[src/rtl/wave_playback_ctrl.sv]
// wave_playback_ctrl: loops sample playback over a UI-selected window, one-entry prefetch
// over a req/ack memory port, one sample delivered per audio tick.
module wave_playback_ctrl #(
   parameter int WW_WIDTH = 18,
   parameter int WS_WIDTH = 30
) (
   input  logic                clk_in,
   input  logic                rst_in,
   input  logic [WS_WIDTH-1:0] wave_start_in,
   input  logic [WW_WIDTH-1:0] wave_width_in,
   input  logic                update_trig_in,
   input  logic                sample_tick_in,
   output logic                mem_req_out,
   output logic [WS_WIDTH-1:0] mem_addr_out,
   input  logic                mem_ack_in,
   input  logic [15:0]         mem_data_in,
   output logic [15:0]         sample_out,
   output logic                sample_valid_out,
   output logic                underrun_out,
   output logic                playing_out
);
   typedef enum logic [1:0] {IDLE, FETCH, FULL, DRAIN} state_t;
   state_t              state_q;
   logic [WS_WIDTH-1:0] start_q, addr_q, addr_d;
   logic [WW_WIDTH-1:0] width_q, idx_q, idx_d;
   logic [15:0]         buf_q, sample_q;
   logic                req_q, valid_q, underrun_q, playing_q, ack;
   assign ack    = mem_ack_in & req_q;
   assign idx_d  = (idx_q == width_q - 1'b1) ? '0 : idx_q + 1'b1;
   assign addr_d = start_q + WS_WIDTH'(idx_q);
   always_ff @(posedge clk_in or posedge rst_in) begin
      if (rst_in) begin
         state_q    <= IDLE;
         start_q    <= '0;
         width_q    <= '0;
         idx_q      <= '0;
         addr_q     <= '0;
         buf_q      <= '0;
         sample_q   <= '0;
         req_q      <= 1'b0;
         valid_q    <= 1'b0;
         underrun_q <= 1'b0;
         playing_q  <= 1'b0;
      end else begin
         valid_q    <= sample_tick_in;
         underrun_q <= 1'b0;
         if (update_trig_in) begin
            start_q <= wave_start_in;
            width_q <= wave_width_in;
            idx_q   <= '0;
            if (wave_width_in == '0) begin
               state_q   <= IDLE;
               playing_q <= 1'b0;
               req_q     <= 1'b0;
               sample_q  <= '0;
            end else begin
               playing_q <= 1'b1;
               // An in-flight read must finish (and be thrown away) before the new window starts.
               if (!req_q) begin
                  state_q <= FETCH;
                  req_q   <= 1'b1;
                  addr_q  <= wave_start_in;
               end else if (mem_ack_in) begin
                  state_q <= FETCH;
                  req_q   <= 1'b0;
               end else begin
                  state_q <= DRAIN;
               end
            end
         end else begin
            case (state_q)
               IDLE: if (sample_tick_in) sample_q <= '0;
               FETCH: begin
                  underrun_q <= sample_tick_in;
                  if (ack) begin
                     buf_q   <= mem_data_in;
                     idx_q   <= idx_d;
                     req_q   <= 1'b0;
                     state_q <= FULL;
                  end else if (!req_q) begin
                     req_q  <= 1'b1;
                     addr_q <= addr_d;
                  end
               end
               FULL: if (sample_tick_in) begin
                  sample_q <= buf_q;
                  req_q    <= 1'b1;
                  addr_q   <= addr_d;
                  state_q  <= FETCH;
               end
               DRAIN: begin
                  underrun_q <= sample_tick_in;
                  if (ack) begin
                     req_q   <= 1'b0;
                     state_q <= FETCH;
                  end
               end
            endcase
         end
      end
   end
   assign mem_req_out      = req_q;
   assign mem_addr_out     = addr_q;
   assign sample_out       = sample_q;
   assign sample_valid_out = valid_q;
   assign underrun_out     = underrun_q;
   assign playing_out      = playing_q;
endmodule

[config.mk]
export PLATFORM = sky130hd
export DESIGN_NAME = wave_playback_ctrl
export DESIGN_NICKNAME = d
export VERILOG_FILES = /design/src/rtl/wave_playback_ctrl.sv
export SDC_FILE = /design/constraint.sdc
export NUM_CORES = 1
export LEC_CHECK = 0
export ABC_AREA = 1
export CAP_MARGIN = 10
export CORE_MARGIN = 2
export CORE_UTILIZATION = 25
export CTS_CLUSTER_DIAMETER = 50
export DETAILED_ROUTE_END_ITERATION = 16
export PLACE_DENSITY = 0.53
export SYNTH_ARGS = -nofsm -noshare
export SYNTH_HDL_FRONTEND = slang
export SYNTH_SLANG_ARGS = --single-unit
[constraint.sdc]
create_clock -name clk_in -period 4.6 [get_ports clk_in]
set_clock_uncertainty 0.05 [all_clocks]
set_input_delay 0.92 -clock clk_in [delete_from_list [all_inputs] [get_ports clk_in]]
set_output_delay 0.92 -clock clk_in [all_outputs]
set_load 0.01 [all_outputs]
==> impl_metrics.toml <==
[synth]
ys_ff_latch = 134
seq_area_frac_synth_pct = 41.69
synth_fp_nets = 1231
synth.area.top_cells = "dfrtp_1, nand2_1, nand3_1"
synth_top_cell_area_share_pct = 41.69
yosys.cell_types.count = 42
syn_area_um2 = 8044
synthFlopType = "dfrtp_1"
async_flop_share_pct = 100.0
syn_avg_cell_area_um2 = 7.075
yosysWarningCount = 0
synth_edf_count = 0
yosys.area.top_type = "dfrtp_1"
synthCells = 1137

[floorplanning]
start_util_pct = 25.43
num_rows = 65
core_area_um2 = 31640
pin_count = 119
die_height_um = 183.4
dieArea_um2 = 33630
die-width_um = 183.4

[clock_tree]
htree_levels = 4
clk_latency_ns = 0.43
cts_root_buf = "clkbuf_16"
cts.sinks = 134
post_cts_resized = 0
clk_path_buf_depth = 2
cts_inserted_buffers = 17
cts_tree = "done"
clkTransAtPathRegs_ns = 0.07
post_cts_buffers = 0
cts_hold_buf = 0

[timing]
fin_tns_setup_ns = 0
fin_crit_ns = 2.985
slew_headroom_pct = 40.65
layout_setup_ws_ns = 1.615
worst_pin_slew_ns = 0.8902
finalCritPeriodShare_pct = 64.88
slew_viol_final = 0
final-hold-violation-count = 0
fmax_ghz = 0.3351
setup_viol = 0
rsz0062_at_grt = "no"

[worst_setup_path]
start_kind = "input port"
reg2reg_depth = 13
cp.arrival_ns = 3.21
r2r_start = "idx_q[0]"
worstPathRequired_ns = 4.82
worstReg2RegEnd = "mem_addr_out[24]"
reg2reg_slack_ns = 1.70
path_max_fanout = 39
worstSetupPathType = "input port to flop"
end_kind = "flop"

[cells_and_area]
fill_cells = 3349
multi_input_area_um2 = 4126
areaGrowthSynthToFinish_pct = 27.42
fin_cells = 1663
nNetsFinal = 1342
register_area_um2 = 3353
drive_gt1_share_pct = 5.789
diodes = 0
fin_util_pct = 32.40

[run_status]
status = "complete, no violations"

[pwr]
ir_worst_vdd_mv = 0.2594
total_power_w = 0.004428
p_leak_nw = 5.034
power_density_nw_per_um2 = 432.0

[routing]
wire_per_inst_um = 14.57
drtAntennaViolNets = 0
vias_per_cell = 4.583
dr.pass1.iters = 5
wl_um = 24230
vias = 7622
drt_iter0_markers = 479
drc = 0

[hold_path]
min_path_cells = 2
holdCritStartpoint = "buf_q[8]"
min_path_type = "flop to flop"
min_to = "buf_q[8]"

[place]
hpwlAfterDp_um = 17910
place_ws_ns = 1.103
port_buffers = 118
placedCellCount = 1631
place_congestion = 0.8640

[grt]
grt_max_degree = 94
first_global_vias = 7711
grt_antenna_before_repair = 1
grt_pass1_wl_um = 40230
track_usage_pct = 15.12
globalRouteOverflowTotal = 0

[flow_run]
cap_violations = 0
state kept, by name, summed over array words and instances, names as in the netlist, 2 cells and up:
name and cells:
buf_q 16, state_q 2, width_q 18, mem_addr_out 30, sample_out 16, idx_q 18
start_q 30
per-stage QoR:
step | instance area (um2) | hold slack, ns
after floorplan | 8044 | 0.3927
after global placement | 9664 | 0.4044
after detailed placement | 9664 | 0.4103
after CTS | 10250 | 0.4273
after global routing | 10250 | 0.4459
final | 10250 | 0.4251
layout by cell type (no fill, tap or decap), types with 3 or more instances in the layout:
master,n
nand3b_1,5
nor2_2,7
inv_6,5
o21ai_1,3
inv_2,3
buf_4,7
nor2_4,3
nand2_1,430
clkdlybuf4s50_1,117
inv_8,4
inv_1,109
nand3_2,8
ha_1,24
nor2_1,86
o22ai_1,3
a31oi_1,10
nand2_2,3
nor3_1,18
dfrtp_1,134
clkbuf_16,17
xor2_1,22
a21oi_1,43
clkinv_4,4
o21ai_0,53
xnor2_1,4
nand3_1,96
nor4_1,6
nand4_1,13
where the power goes:
| part | internal (W) | leakage, nW | switching [W] | total [W] |
|---|---|---|---|---|
| Clock | 0.000768 | 0.283 | 0.000607 | 0.00137 |
| Sequential | 0.00147 | 1.68 | 0.000203 | 0.00168 |
| Combinational | 0.000612 | 3.07 | 0.000764 | 0.00138 |
| Total | 0.00285 | 5.03 | 0.00157 | 0.00443 |
layout make-up:
type,instances,area share [%]
multi-input combinational,855,40.26
sequential,134,32.71
timing repair buffer,126,12.18
tap,402,4.907
inverter,114,4.224
clock buffer,17,4.150
clock inverter,15,1.563
Yosys cell counts, types with 5 or more instances:
cell,number
clkbuf_1,23
nand3_2,8
nand3b_1,5
buf_2,6
nor4_1,6
nand4_1,13
nor2_2,7
nand3_1,96
o21ai_0,53
ha_1,24
xor2_1,22
nor2_1,86
nand2_1,430
dfrtp_1,134
inv_1,110
nor3_1,18
a31oi_1,10
a21oi_1,43
per-layer routing:
metal  track usage [%]  vias to the layer above  share of wire (%)
met5                 0                        -              0.045
met4             4.704                        2                1.9
met3             3.415                       32                5.0
met2             24.73                      160                 46
met1             19.86                     3541                 47
li1                  -                     3887                  -
worst max-delay path by stage:
stage / slack, ns / cells past startpoint / end / start
after floorplan: 0.05 / 1 / buf_q[0] / rst_in
after global placement: 1.18 / 8 / mem_addr_out[2] / wave_width_in[13]
after detailed placement: 1.10 / 8 / mem_addr_out[0] / wave_width_in[13]
after CTS: 1.56 / 8 / mem_addr_out[0] / wave_width_in[13]
after global routing: 1.42 / 13 / mem_addr_out[24] / idx_q[0]
final: 1.62 / 8 / mem_addr_out[0] / wave_width_in[13]
worst max-delay path: stages:
cell and delay [ns]:
clkdlybuf4s50_1 0.42, nor4_1 0.48, nand4_1 0.30, nand2_1 0.14, buf_4 0.31, inv_2 0.35, nor2_1 0.21, a31oi_1 0.06
kinds of logic after synthesis:
group                      synth area share (%)
adders and majority gates                 3.982
AOI/OAI and AO/OA                         7.949
and+or+nand+nor                           36.46
DFF                                       41.69
xor gates and xnor gates                  2.831
buffers and inverters                     7.093
Note: power is estimated with default switching activity, not from simulation.
